$ cat src/rtl/ibex_pkg_pext.sv
//==============================================================================
// Module      : ibex_pkg_pext (package)
// Description : Shared types for the P-extension datapath. It holds the
//               operator and signedness encodings, the issue-stage state
//               encoding and the is_mult_op() classifier.
// Revision    : 1.0 - initial release
//==============================================================================
`default_nettype none

package ibex_pkg_pext;

    // P-extension operator encoding. This is the subset seen by the issue stage.
    typedef enum logic [4:0] {
        ZPN_ADD16   = 5'd0,
        ZPN_KADD16  = 5'd1,
        ZPN_KCRSA16 = 5'd2,
        ZPN_CRAS16  = 5'd3,
        ZPN_SMUL16  = 5'd4,
        ZPN_UMUL16  = 5'd5,
        ZPN_KMDA    = 5'd6,
        ZPN_SMAQA   = 5'd7,
        ZPN_KHM16   = 5'd8,
        ZPN_SMMUL   = 5'd9
    } zpn_op_e;

    // Element type and signedness.
    typedef enum logic [1:0] {
        ST_UNSIGNED = 2'd0,
        ST_SIGNED   = 2'd1,
        ST_MIXED    = 2'd2
    } signed_type_e;

    // States of the issue stage.
    typedef enum logic [1:0] {
        IDLE = 2'd0,
        EXEC = 2'd1,
        MULT = 2'd2,
        DONE = 2'd3
    } issue_state_e;

    // Returns 1 for operators that need the multi-cycle multiplier.
    function automatic logic is_mult_op(zpn_op_e op);
        logic r;
        case (op)
            ZPN_SMUL16, ZPN_UMUL16, ZPN_KMDA,
            ZPN_SMAQA,  ZPN_KHM16,  ZPN_SMMUL: r = 1'b1;
            default:                           r = 1'b0;
        endcase
        return r;
    endfunction

endpackage

`default_nettype wire

$ cat src/rtl/ibex_pext_issue_ov_csr.sv
//==============================================================================
// Module      : ibex_pext_ov_csr
// Description : Sticky saturation (vxsat) bit for the P-extension issue stage.
//               It also holds the OV flag that is pending for the op in flight.
// Revision    : 1.0 - initial release
// Ports       : capture_i       - latch set_ov_i as the pending flag
//               set_ov_i        - ALU saturation flag
//               commit_i        - result handshake; merges OV into sticky bit
//               commit_direct_i - commit uses set_ov_i instead of the pending
//                                 flag (bypassed ALU result)
//               clr_i           - CSR write clearing the sticky bit
//               ov_o            - sticky OV bit
//==============================================================================
`default_nettype none

module ibex_pext_ov_csr (
    input  logic clk_i,
    input  logic rst_ni,
    input  logic capture_i,
    input  logic set_ov_i,
    input  logic commit_i,
    input  logic commit_direct_i,
    input  logic clr_i,
    output logic ov_o
);

    logic ov_pend_q;
    logic ov_q;
    logic ov_d;
    logic w_set;

    assign w_set = commit_i && (commit_direct_i ? set_ov_i : ov_pend_q);

    // A set from a handshake takes priority over a simultaneous CSR clear.
    always_comb begin
        ov_d = ov_q;
        if (w_set) begin
            ov_d = 1'b1;
        end else if (clr_i) begin
            ov_d = 1'b0;
        end
    end

    always_ff @(posedge clk_i or negedge rst_ni) begin
        if (!rst_ni) begin
            ov_pend_q <= 1'b0;
            ov_q      <= 1'b0;
        end else begin
            if (capture_i) begin
                ov_pend_q <= set_ov_i;
            end
            ov_q <= ov_d;
        end
    end

    assign ov_o = ov_q;

endmodule

`default_nettype wire

$ cat src/rtl/ibex_pext_issue.sv
//==============================================================================
// Module      : ibex_pext_issue
// Description : Issue and sequencing stage in front of the P-extension ALU and
//               multiplier. It accepts one op at a time and registers its
//               operands. It drives the ALU or multiplier enables for the
//               required cycles, captures the result and OV flag, and presents
//               them to writeback.
// Revision    : 1.0 - initial release
// Config      : PEXT_ALU_BYPASS_EN - when defined, a non-mult result is offered
//               combinationally during EXEC, giving a 1-cycle latency.
// Ports       : valid_i/ready_o           - decoder handshake
//               kill_i                    - flush the in-flight op
//               operator_i, signed_operands_i, operand_a_i, operand_b_i - op in
//               alu_*_o, mult_en_o        - registered drive to ALU/mult
//               alu_result_i, alu_set_ov_i - ALU return path
//               result_valid_o/result_ready_i, result_o - writeback handshake
//               ov_o, ov_clr_i            - sticky vxsat bit and its clear
//==============================================================================
`default_nettype none

module ibex_pext_issue
    import ibex_pkg_pext::*;
#(
    parameter int unsigned MultCycles = 2
) (
    input  logic         clk_i,
    input  logic         rst_ni,
    input  logic         valid_i,
    output logic         ready_o,
    input  logic         kill_i,
    input  zpn_op_e      operator_i,
    input  signed_type_e signed_operands_i,
    input  logic [31:0]  operand_a_i,
    input  logic [31:0]  operand_b_i,
    output zpn_op_e      alu_operator_o,
    output signed_type_e alu_signed_operands_o,
    output logic [31:0]  alu_operand_a_o,
    output logic [31:0]  alu_operand_b_o,
    output logic         alu_enable_o,
    output logic         mult_en_o,
    input  logic [31:0]  alu_result_i,
    input  logic         alu_set_ov_i,
    output logic         result_valid_o,
    input  logic         result_ready_i,
    output logic [31:0]  result_o,
    output logic         ov_o,
    input  logic         ov_clr_i
);

`ifdef PEXT_ALU_BYPASS_EN
    localparam bit BypassEn = 1'b1;
`else
    localparam bit BypassEn = 1'b0;
`endif

    // Counter value of the last multiplier cycle.
    localparam logic [3:0] LastCnt = 4'(MultCycles - 1);

    issue_state_e state_q;
    zpn_op_e      operator_q;
    signed_type_e signed_q;
    logic [31:0]  op_a_q;
    logic [31:0]  op_b_q;
    logic [31:0]  result_q;
    logic [3:0]   cnt_q;
    logic         alu_en_q;
    logic         mult_en_q;
    logic         result_valid_q;

    logic w_bypass;
    logic w_capture;
    logic w_commit;

    assign w_bypass = BypassEn && (state_q == EXEC);

    // Points where the ALU output is sampled into the result/pending OV.
    assign w_capture = !kill_i &&
                       ((state_q == EXEC) || ((state_q == MULT) && (cnt_q == LastCnt)));

    assign w_commit = !kill_i && result_ready_i &&
                      ((state_q == DONE) || w_bypass);

    always_ff @(posedge clk_i or negedge rst_ni) begin
        if (!rst_ni) begin
            state_q        <= IDLE;
            operator_q     <= ZPN_ADD16;
            signed_q       <= ST_UNSIGNED;
            op_a_q         <= 32'd0;
            op_b_q         <= 32'd0;
            result_q       <= 32'd0;
            cnt_q          <= 4'd0;
            alu_en_q       <= 1'b0;
            mult_en_q      <= 1'b0;
            result_valid_q <= 1'b0;
        end else begin
            case (state_q)
                IDLE: begin
                    if (valid_i && !kill_i) begin
                        operator_q <= operator_i;
                        signed_q   <= signed_operands_i;
                        op_a_q     <= operand_a_i;
                        op_b_q     <= operand_b_i;
                        cnt_q      <= 4'd0;
                        if (is_mult_op(operator_i)) begin
                            state_q   <= MULT;
                            mult_en_q <= 1'b1;
                            // A single-cycle multiply also enables the ALU at once.
                            alu_en_q  <= (LastCnt == 4'd0);
                        end else begin
                            state_q  <= EXEC;
                            alu_en_q <= 1'b1;
                        end
                    end
                end
                EXEC: begin
                    alu_en_q <= 1'b0;
                    if (kill_i) begin
                        state_q <= IDLE;
                    end else if (w_bypass && result_ready_i) begin
                        // Result was taken straight from the ALU.
                        state_q <= IDLE;
                    end else begin
                        result_q       <= alu_result_i;
                        result_valid_q <= 1'b1;
                        state_q        <= DONE;
                    end
                end
                MULT: begin
                    if (kill_i) begin
                        state_q   <= IDLE;
                        mult_en_q <= 1'b0;
                        alu_en_q  <= 1'b0;
                    end else if (cnt_q == LastCnt) begin
                        result_q       <= alu_result_i;
                        result_valid_q <= 1'b1;
                        mult_en_q      <= 1'b0;
                        alu_en_q       <= 1'b0;
                        state_q        <= DONE;
                    end else begin
                        cnt_q    <= cnt_q + 4'd1;
                        alu_en_q <= ((cnt_q + 4'd1) == LastCnt);
                    end
                end
                DONE: begin
                    if (kill_i || result_ready_i) begin
                        result_valid_q <= 1'b0;
                        state_q        <= IDLE;
                    end
                end
                default: begin
                    state_q <= IDLE;
                end
            endcase
        end
    end

    ibex_pext_ov_csr u_ov_csr (
        .clk_i          (clk_i),
        .rst_ni         (rst_ni),
        .capture_i      (w_capture),
        .set_ov_i       (alu_set_ov_i),
        .commit_i       (w_commit),
        .commit_direct_i(w_bypass),
        .clr_i          (ov_clr_i),
        .ov_o           (ov_o)
    );

    assign ready_o               = (state_q == IDLE);
    assign alu_operator_o        = operator_q;
    assign alu_signed_operands_o = signed_q;
    assign alu_operand_a_o       = op_a_q;
    assign alu_operand_b_o       = op_b_q;
    assign alu_enable_o          = alu_en_q;
    assign mult_en_o             = mult_en_q;
    assign result_valid_o        = result_valid_q | w_bypass;
    assign result_o              = w_bypass ? alu_result_i : result_q;

endmodule

`default_nettype wire

$ cat config.mk
export PLATFORM = sky130hd
export DESIGN_NAME = ibex_pext_issue
export DESIGN_NICKNAME = d
export VERILOG_FILES = /design/src/rtl/ibex_pkg_pext.sv /design/src/rtl/ibex_pext_issue_ov_csr.sv /design/src/rtl/ibex_pext_issue.sv
export SDC_FILE = /design/constraint.sdc
export NUM_CORES = 1
export LEC_CHECK = 0
export BUFFER_PORTS_ARGS = -buffer_cell sky130_fd_sc_hd__buf_2
export CAP_MARGIN = 20
export CORE_MARGIN = 10
export CORE_UTILIZATION = 45
export DETAILED_ROUTE_END_ITERATION = 10
export PLACE_DENSITY = 0.87
export SKIP_LAST_GASP = 1
export SLEW_MARGIN = 40
export SYNTH_ARGS = -nofsm -noshare
export SYNTH_HDL_FRONTEND = slang
export SYNTH_SLANG_ARGS = --single-unit
$ cat constraint.sdc
create_clock -name clk_i -period 3.2 [get_ports clk_i]
set_clock_uncertainty 0.15 [all_clocks]
set_input_delay 0.96 -clock clk_i [delete_from_list [all_inputs] [get_ports clk_i]]
set_output_delay 0.96 -clock clk_i [all_outputs]
set_load 0.005 [all_outputs]
# --- Word-level counts from Yosys, hierarchy flattened ---
# Cells that the tools add are included.
totals:
  reg_bits: 114
  out_inout_bits: 108
  elab_cells: 90
op_classes:
  n_eq_ne: 19
  mux: 35
  addsub: 1
  n_reduce_logical: 23
op_table:
  columns: ["operator", "count"]
  rows:
  - ["32-bit two-way mux", 3]
  - ["32-bit one-hot mux with 2 select lines", 1]
  - ["5-bit by 3-bit equality test with 1-bit output (second input constant)", 4]
  - ["1-bit two-way mux", 17]
  - ["2-bit two-way mux", 6]
  - ["4-bit two-way mux", 3]
  - ["4-bit AND reduction", 3]
  - ["5-bit by 4-bit equality test with 1-bit output (second input constant)", 2]
  - ["4-bit by 1-bit equality test with 1-bit output (second input constant)", 2]
  - ["2-bit by 1-bit != test with 1-bit output (second input constant)", 4]
  - ["2-bit one-hot mux with 4 select lines", 1]
  - ["4-bit one-hot mux with 2 select lines", 1]
  - ["1-bit logical AND", 6]
  - ["2-bit != test (second input constant)", 3]
  - ["1-bit one-hot mux with 3 select lines", 2]
  - ["2-bit nonzero test", 3]
  - ["3-bit nonzero test", 2]
  - ["6-bit OR reduction", 1]
  - ["5-bit AND reduction", 1]
  - ["4-bit by 1-bit adder with 4-bit output (second input constant)", 1]
  - ["2-bit equality test (second input constant)", 2]
  - ["2-bit AND reduction", 2]
  - ["3-bit by 2-bit != test with 1-bit output (second input constant)", 1]
  - ["3-bit AND reduction", 1]
  - ["other kinds (5)", 6]

# --- Logic depth before layout (Yosys ltp) ---
# Gate-level depths: netlist of the first run.
depth:
  word_depth: 8
  ltp_mapped: 7
  mapped_depth_nobuf: 6

# --- Modules after synthesis ---
# A second synthesis of the first run with hierarchy kept.
hier_totals:
  hier_cells: 304
  area_unflattened_um2: 4810.9
by_module_without_submodules:
  columns: ["module", "area_per_inst_um2", "cells_each", "instances"]
  rows:
  - ["ibex_pext_issue", 4722.0, 297, 1]
  - ["ibex_pext_ov_csr", 88.8, 7, 1]

# --- Least setup slack after synthesis of the first run ---
# No wires, ideal clock.
synth_path:
  path_type: "input to register"
  from: "input port kill_i"
  to: "register state_q[1]"
  setup_time_ps: 125
  t_arrival_ps: 1890
  cell_stages: 5
  path_slack_ps: 1036
  n_path_buf: 1
  path_cell_list: "clkbuf_1 nand2b_1 nand2_1 o221ai_1 mux2_2"
synth_between:
  elab_chain_len: 4
  word_cells_on_any_way: 10
  classes_between: "eq/ne: 3; mux: 3; reduce/logical: 4"
synth_lines:
  columns: ["item", "line_no", "text"]
  rows:
  - ["start: declaration", "ibex_pext_issue.sv:30", "input logic kill_i,"]
  - ["1-bit logical NOT", "ibex_pext_issue.sv:98", "if (valid_i && !kill_i) begin"]
  - ["1-bit logical AND", "ibex_pext_issue.sv:98", null]
  - ["2-bit by 1-bit != test with 1-bit output (no source line)", null, null]
  - ["3-bit AND reduction (no source line)", null, null]
  - ["end signal: assignment", "ibex_pext_issue.sv:105", "state_q <= MULT;"]
  - ["end signal: assignment", "ibex_pext_issue.sv:110", "state_q <= EXEC;"]
  - ["end signal: assignment", "ibex_pext_issue.sv:118", "state_q <= IDLE;"]
  - ["end: declaration", "ibex_pext_issue.sv:59", "issue_state_e state_q;"]
# Parallel ways exist; a longest one is shown, timed or not.
# A chain may end at the register's enable or synchronous reset.

# --- Worst setup path after layout of the first run ---
layout_path:
  from: "register state_q[1]"
  to: "output port ready_o"
layout_between:
  elab_chain_len: 1
layout_lines:
  columns: ["item", "line_no", "text"]
  rows:
  - ["start signal: assignment", "ibex_pext_issue.sv:85", "state_q <= IDLE;"]
  - ["start signal: assignment", "ibex_pext_issue.sv:105", null]
  - ["start signal: assignment", "ibex_pext_issue.sv:110", null]
  - ["2-bit logical NOT", "ibex_pext_issue.sv:168", "assign ready_o = (state_q == IDLE);"]
  - ["end: declaration", "ibex_pext_issue.sv:29", "output logic ready_o,"]
# No other way between the ends.

==> results of run 1 <==
-- worst max-delay path, stage by stage (launching register included) --
cell     delay, ns
dfrtp_1       0.42
inv_1         0.10
ha_1          0.43
buf_2         0.20
-- power by group through the flow --
stage,combinational [uW],clock (uW),sequential [uW]
after global placement,2570,0,2480
after global routing,2850,1780,2620
final,2630,1680,2530
after CTS,2690,1720,2540
after detailed placement,2670,0,2550
after floorplan,1520,0,2580
-- final cells by class --
type                            count  share of cell area
Antenna cell                        1            0.000387
Clock buffer                       21              0.0695
Clock inverter                     10              0.0134
Inverter                            6             0.00348
Multi-Input combinational cell    167               0.270
Sequential cell                   114               0.441
Tap cell                          136              0.0263
Timing Repair Buffer              222               0.176
-- through the flow --
stage | hold slack (ns) | utilization | instances
finish | 0.281 | 0.632 | 677
global route | 0.306 | 0.632 | 676
CTS | 0.285 | 0.632 | 676
detailed placement | 0.338 | 0.579 | 645
global placement | 0.331 | 0.579 | 645
floorplan | 0.331 | - | 301
-- placed cells by master (no fill, tap or decap), types with 3 or more instances in the layout --
master and n:
clkinvlp_4 3, o21ai_0 5, dfrtp_1 114, buf_2 216
nand2b_1 3, clkbuf_8 3, nand2_1 5, ha_1 7
mux2_4 30, clkbuf_16 16, a21oi_1 5, inv_1 6
clkinv_2 5, buf_4 5, mux2_2 76, nor2_1 7
-- sequential cells by signal, indices dropped and copies added, names as in the netlist --
signal,count
alu_operand_b_o,32
alu_operator_o,5
u_ov_csr.ov_o,1
result_valid_o,1
alu_signed_operands_o,2
mult_en_o,1
u_ov_csr.ov_pend_q,1
state_q,2
alu_operand_a_o,32
cnt_q,4
alu_enable_o,1
result_o,32
-- path summary, 6_finish.rpt --
check,start,to,slack [ns],cells after the start
max in group asynchronous,rst_ni,alu_operand_a_o[30],1.96,2
min in group clk_i,alu_operand_b_o[26],alu_operand_b_o[26],0.35,1
min,rst_ni,result_o[8],0.28,1
max,state_q[1],ready_o,0.44,3
min reg2reg,alu_operand_b_o[26],alu_operand_b_o[26],0.35,1
max reg2reg,cnt_q[1],result_o[25],0.75,6
-- logic make-up (layout without fill, tap and decap cells) --
| kind of cell | count (synthesis) | count (layout) |
|---|---|---|
| other | 0 | 1 |
| and+or+nand+nor | 30 | 30 |
| muxes | 108 | 108 |
| adders and majority gates | 7 | 7 |
| AOI/OAI and AO/OA | 20 | 20 |
| buffers and inverters | 20 | 259 |
| DFF | 114 | 114 |
| xor gates and xnor gates | 2 | 2 |
-- per-layer routing --
layer | vias to the layer above | GRT usage | share of wire
li1 | 1525 | - | -
met1 | 1634 | 0.166 | 0.36
met2 | 143 | 0.298 | 0.53
met3 | 14 | 0.0684 | 0.094
met4 | 0 | 0.0582 | 0.011
met5 | - | 0 | 0
==> out/qor.csv, run 1 <==
stage,metric,value,unit
synth,Yosys cell types,38,
power_and_ir_drop,Clk pwr share,0.246,
synth,ranking of synthesized cells by area,"dfrtp_1 (61%), mux2_2 (18%), mux2_4 (9.6%)",
floorplan,core box area,0.0102,mm^2
clocking,postcts setup bufs,0,
power_and_ir_drop,P_leak,0.00329,uW
floorplan,# IOs,218,
power_and_ir_drop,sequential power share,0.370,
clocking,Clock Sinks,114,
synth,ys flop type,dfrtp_1,
final_layout,Final Cell Area,0.00646,mm^2
critical_path,"Data arrival, critical path",1.65,ns
global_routing,initial antenna violation count,0,
placed_design,post-DP HPWL,9840,um
detailed_routing,drt first pass iters,4,
detailed_routing,detailed-route via count,3316,
hold_path,Worst Hold Class,primary input to asynchronous set/reset pin,
synth,"Avg Cell Area, Syn",15.6,um^2
synth,cells after synthesis,301,
synth,Synth top area share,0.607,
critical_path,startpoint types,register,
clocking,CTS H-Tree Depth,4,
floorplan,starting density of the core,0.460,
final_layout,share of cells above drive strength 1,0.669,
timing,unrepaired setup endpoints after global routing,no,
clocking,CTS Buf Count,17,
placed_design,port buffer count,217,
synth,"Cell Area, Synth",0.00470,mm^2
final_layout,FF/Latch Area,0.00285,mm^2
timing,Final TNS setup,0,ns
final_layout,Synth-to-Final Area Change,37.5,%
critical_path,highest net fanout along the worst path,13,
detailed_routing,final WL,12700,um
floorplan,die height,122,um
detailed_routing,vias per inst,4.90,
clocking,CTS Hold Bufs,0,
timing,fin crit period,2.76,ns
synth,Mapped Nets,418,
global_routing,total track usage,0.164,
outcome,status,"complete, no violations",
synth,top-count cell post-synth,dfrtp_1,
global_routing,global-route wire length before repair,19300,um
timing,max-slew violations,0,
flow_run,maxcap violations,0,
power_and_ir_drop,Int Power,4760,uW
global_routing,number of global-route vias before repair,3816,
power_and_ir_drop,Power Total,6840,uW
clocking,Clock Path Buffers,2,
synth,post-synthesis simple-gate area fraction,0.0391,
power_and_ir_drop,Max rail drop VDD,0.498,mV
global_routing,pin count of the biggest net entering global routing,53,
final_layout,multi-input logic area,0.00174,mm^2
power_and_ir_drop,NetSw,2080,uW
placed_design,Final Wtd Congestion,0.886,
synth,Post-Synth XOR/XNOR Area,0.00372,
synth,count of flip-flops with a built-in enable after synthesis,0,
placed_design,post-place setup slack,0.559,ns
synth,largest family of logic cells by synthesized area,multiplexers,
power_and_ir_drop,sw frac,0.304,
timing,worst slew pin tran,0.659,ns
floorplan,Core Rows,37,
critical_path,Critical Path RT,2.09,ns
final_layout,Fill cells,792,
timing,setup ws final,0.437,ns
detailed_routing,1st-iter DRT viols,130,
global_routing,grt ovf,0,
timing,Final setup viols,0,
timing,"Hold Vio Cnt, Final",0,
clocking,CTS resizes,0,
final_layout,final net count,645,
power_and_ir_drop,PD cells,1060,mW/mm^2
clocking,worst skew pair latency,0.50,ns
clocking,clock root buffer,clkbuf_8,
synth,Synth Area in Compound Gates,0.0271,
synth,adder-cell share of the synthesized area,0.0186,
clocking,CTS tree,done,
synth,Post-synth top cells,"dfrtp_1 (114), mux2_2 (76), mux2_4 (30)",
floorplan,Die ar.,0.0149,mm^2
clocking,clock slew seen by the registers of the worst setup and hold paths,0.05,ns
synth,Yosys reg bits,114,
synth,post-synthesis sequential area ratio,0.607,
timing,period utilization,0.863,
floorplan,die width,122,um
synth,mux cell area share after synthesis,0.282,
placed_design,"Cell Area, Placed",0.00593,mm^2
detailed_routing,Antenna Nets Post-Route,0,
critical_path,Setup Crit Path Kind,register to output pin,
detailed_routing,WL per Instance,18.7,um
detailed_routing,Residual DRC,0,
timing,fmax,0.362,GHz
power_and_ir_drop,Comb pwr share,0.384,
critical_path,Crit. End Element,output pin,
timing,Slew headroom,0.561,
synth,Yosys top cell by area,dfrtp_1,
synth,synth warn,0,
synth,Post-synth ARST share,1.00,
Power figures use the tool's default switching activity.
==> run 2, diff against run 1 <==
--- a/config.mk
+++ b/config.mk
@@ -5,14 +5,14 @@
 export SDC_FILE = /design/constraint.sdc
 export NUM_CORES = 1
 export LEC_CHECK = 0
-export BUFFER_PORTS_ARGS = -buffer_cell sky130_fd_sc_hd__buf_2
+export BUFFER_PORTS_ARGS = -buffer_cell sky130_fd_sc_hd__clkbuf_2
 export CAP_MARGIN = 20
 export CORE_MARGIN = 10
 export CORE_UTILIZATION = 45
 export DETAILED_ROUTE_END_ITERATION = 10
-export PLACE_DENSITY = 0.87
+export PLACE_DENSITY = 0.86
 export SKIP_LAST_GASP = 1
-export SLEW_MARGIN = 40
 export SYNTH_ARGS = -nofsm -noshare
 export SYNTH_HDL_FRONTEND = slang
+export SYNTH_HIERARCHICAL = 1
 export SYNTH_SLANG_ARGS = --single-unit
==> out/qor.csv, run 2 <==
stage,metric,value,unit,change
outcome,status,"complete, no violations",,unchanged
global_routing,grt ovf,0,,unchanged
clocking,CTS H-Tree Depth,4,,unchanged
power_and_ir_drop,Max rail drop VDD,0.429,mV,was 0.498 mV
final_layout,Fill cells,804,,was 792
clocking,Clock Path Buffers,2,,unchanged
synth,ranking of synthesized cells by area,"dfrtp_1 (59%), mux2_2 (17%), mux2_4 (9.7%)",,"was dfrtp_1 (61%), mux2_2 (18%), mux2_4 (9.6%)"
power_and_ir_drop,Comb pwr share,0.376,,was 0.384
critical_path,Critical Path RT,2.09,ns,about the same
power_and_ir_drop,PD cells,1090,mW/mm^2,was 1060 mW/mm^2
clocking,CTS tree,done,,unchanged
timing,Slew headroom,0.582,,was 0.561
synth,Post-synth top cells,"dfrtp_1 (114), mux2_2 (74), mux2_4 (31), inv_1 (9)",,"was dfrtp_1 (114), mux2_2 (76), mux2_4 (30)"
synth,Yosys reg bits,114,,unchanged
floorplan,Die ar.,0.0152,mm^2,was 0.0149 mm^2
power_and_ir_drop,sw frac,0.297,,was 0.304
synth,Yosys top cell by area,dfrtp_1,,unchanged
synth,Post-synth ARST share,1.00,,unchanged
placed_design,post-DP HPWL,9830,um,was 9840 um
synth,count of flip-flops with a built-in enable after synthesis,0,,unchanged
synth,post-synthesis sequential area ratio,0.593,,was 0.607
power_and_ir_drop,P_leak,0.00338,uW,was 0.00329 uW
timing,fmax,0.363,GHz,was 0.362 GHz
synth,Yosys cell types,36,,was 38
synth,ys flop type,dfrtp_1,,unchanged
clocking,Clock Sinks,114,,unchanged
synth,"Cell Area, Synth",0.00481,mm^2,was 0.00470 mm^2
clocking,clock root buffer,clkbuf_8,,unchanged
floorplan,die width,123,um,was 122 um
timing,fin crit period,2.75,ns,was 2.76 ns
critical_path,Worst path slowest cell,dfrtp_1,,was ha_1
detailed_routing,final WL,12600,um,was 12700 um
final_layout,final net count,648,,was 645
clocking,CTS resizes,0,,unchanged
critical_path,RR Startpoint,state_q[1],,was cnt_q[1]
timing,max-slew violations,0,,unchanged
timing,Final TNS setup,0,ns,unchanged
synth,Mapped Nets,422,,was 418
detailed_routing,detailed-route via count,3272,,was 3316
final_layout,Inserted Diodes,0,,was 1
detailed_routing,Antenna Nets Post-Route,0,,unchanged
synth,Synth top area share,0.593,,was 0.607
power_and_ir_drop,NetSw,2130,uW,was 2080 uW
clocking,postcts setup bufs,0,,unchanged
timing,Final setup viols,0,,unchanged
timing,"Hold Vio Cnt, Final",0,,unchanged
synth,synth warn,6,,was 0
floorplan,# IOs,218,,unchanged
critical_path,CP Depth,3,,unchanged
synth,top-count cell post-synth,dfrtp_1,,unchanged
timing,worst slew pin tran,0.627,ns,was 0.659 ns
critical_path,highest net fanout along the worst path,11,,was 13
final_layout,Synth-to-Final Area Change,36.5,%,was 37.5%
placed_design,port buffer count,217,,unchanged
final_layout,"most common cell after layout, fill and taps aside",clkbuf_2,,was buf_2
final_layout,"commonest cells after routing, fill and taps aside","clkbuf_2 (216), dfrtp_1 (114), mux2_2 (74)",,"was buf_2 (216), dfrtp_1 (114), mux2_2 (76)"
synth,cells after synthesis,304,,was 301
clocking,worst skew pair latency,0.50,ns,about the same
detailed_routing,1st-iter DRT viols,138,,was 130
timing,unrepaired setup endpoints after global routing,no,,unchanged
detailed_routing,vias per inst,4.82,,was 4.90
floorplan,core box area,0.0104,mm^2,was 0.0102 mm^2
global_routing,total track usage,0.160,,was 0.164
global_routing,number of global-route vias before repair,3580,,was 3816
detailed_routing,Residual DRC,0,,unchanged
detailed_routing,WL per Instance,18.6,um,was 18.7 um
final_layout,post-layout util,0.633,,was 0.632
floorplan,Core Rows,37,,unchanged
flow_run,maxcap violations,0,,unchanged
synth,"Avg Cell Area, Syn",15.8,um^2,was 15.6 um^2
critical_path,crit-path max cell delay,0.42,ns,was 0.43 ns
critical_path,startpoint types,register,,unchanged
clocking,CTS Buf Count,17,,unchanged
placed_design,Final Wtd Congestion,0.810,,was 0.886
critical_path,Setup Crit Path Kind,register to output pin,,unchanged
floorplan,starting density of the core,0.464,,was 0.460
critical_path,"Data arrival, critical path",1.64,ns,was 1.65 ns
power_and_ir_drop,sequential power share,0.359,,was 0.370
global_routing,pin count of the biggest net entering global routing,70,,was 53
critical_path,Crit. End Element,output pin,,unchanged
floorplan,die height,123,um,was 122 um
power_and_ir_drop,Int Power,5050,uW,was 4760 uW
critical_path,Worst Setup SP,state_q[1],,unchanged
clocking,CTS Hold Bufs,0,,unchanged
hold_path,Worst Hold Class,primary input to asynchronous set/reset pin,,unchanged
global_routing,initial antenna violation count,0,,unchanged
power_and_ir_drop,Clk pwr share,0.265,,was 0.246
final_layout,share of cells above drive strength 1,0.663,,was 0.669
critical_path,crit-path cells,inv_1 -> ha_1 -> clkbuf_2,,was inv_1 -> ha_1 -> buf_2
clocking,clock slew seen by the registers of the worst setup and hold paths,0.06,ns,was 0.05 ns
critical_path,R2R cell count,6,,unchanged
detailed_routing,drt first pass iters,4,,unchanged
timing,period utilization,0.861,,was 0.863
critical_path,Worst Path Buf+Inv,2,,unchanged
critical_path,Top delay family on crit path,flip-flops,,was adder cells
global_routing,global-route wire length before repair,19000,um,was 19300 um
## run 2: cell types whose count changed in the layout (fill, tap and decap cells not counted), moves of 3 or more
cell       before  now
buf_2         216    0
clkbuf_2        0  216
buf_4           5    2
bufinv_16       1    4
inv_1           6    9
nor2_1          7    4
## run 2: cell type report
cell class,instances,area (um^2),area share
clock inverter,10,156,0.0238
timing repair buffer,221,1160,0.176
tap,136,170,0.0259
inverter,9,33.8,0.00514
clock buffer,22,443,0.0674
sequential,114,2850,0.434
multi-input combinational,167,1760,0.267
## run 2: per-stage QoR
step           instance area [um^2]  worst slack (ns)  hold slack, ns  power, uW  instances
5_1_grt                        6570             0.307           0.150       7600        679
2_1_floorplan                  4810             0.877           0.331       4280        304
4_1_cts                        6570             0.427           0.145       7290        679
3_3_place_gp                   5970             0.660           0.335       5170        647
6_report                       6570             0.446           0.166       7180        679
3_5_place_dp                   5970             0.600           0.342       5340        647
## run 2: power by group through the flow
stage                     clock network (uW)  logic (uW)  registers [uW]
after floorplan                            0        1680            2600
after global placement                     0        2650            2530
after detailed placement                   0        2750            2590
after CTS                               1950        2770            2580
after global routing                    2010        2930            2670
final                                   1900        2700            2580
## run 2: final timing paths
| kind | slack, ns | endpoint |
|---|---|---|
| worst max-delay path | 0.45 | ready_o |
| worst min-delay path | 0.17 | alu_operand_b_o[7] |
| worst max register to register | 0.86 | alu_operand_b_o[1] |
| worst min register to register | 0.35 | alu_operand_b_o[8] |
| max in group asynchronous | 1.84 | alu_operand_a_o[13] |
| min in group clk_i | 0.35 | alu_operand_b_o[8] |
## run 2: per-layer routing
layer  track usage  wire length [um]
met1         0.167              4440
met2         0.287              6870
met3        0.0561              1100
met4        0.0691               227
met5             0                 0
## run 2: cells by family (layout without fill, tap and decap cells)
logic type	Yosys count	in the layout	synth area share
simple gates	26	26	0.0328
compound gates	22	22	0.0307
mux	109	109	0.278
buf+inv	23	262	0.0419
xor+xnor	1	1	0.00182
fa+ha+maj	8	8	0.0208
other cells	1	1	0.000779
flops	114	114	0.593
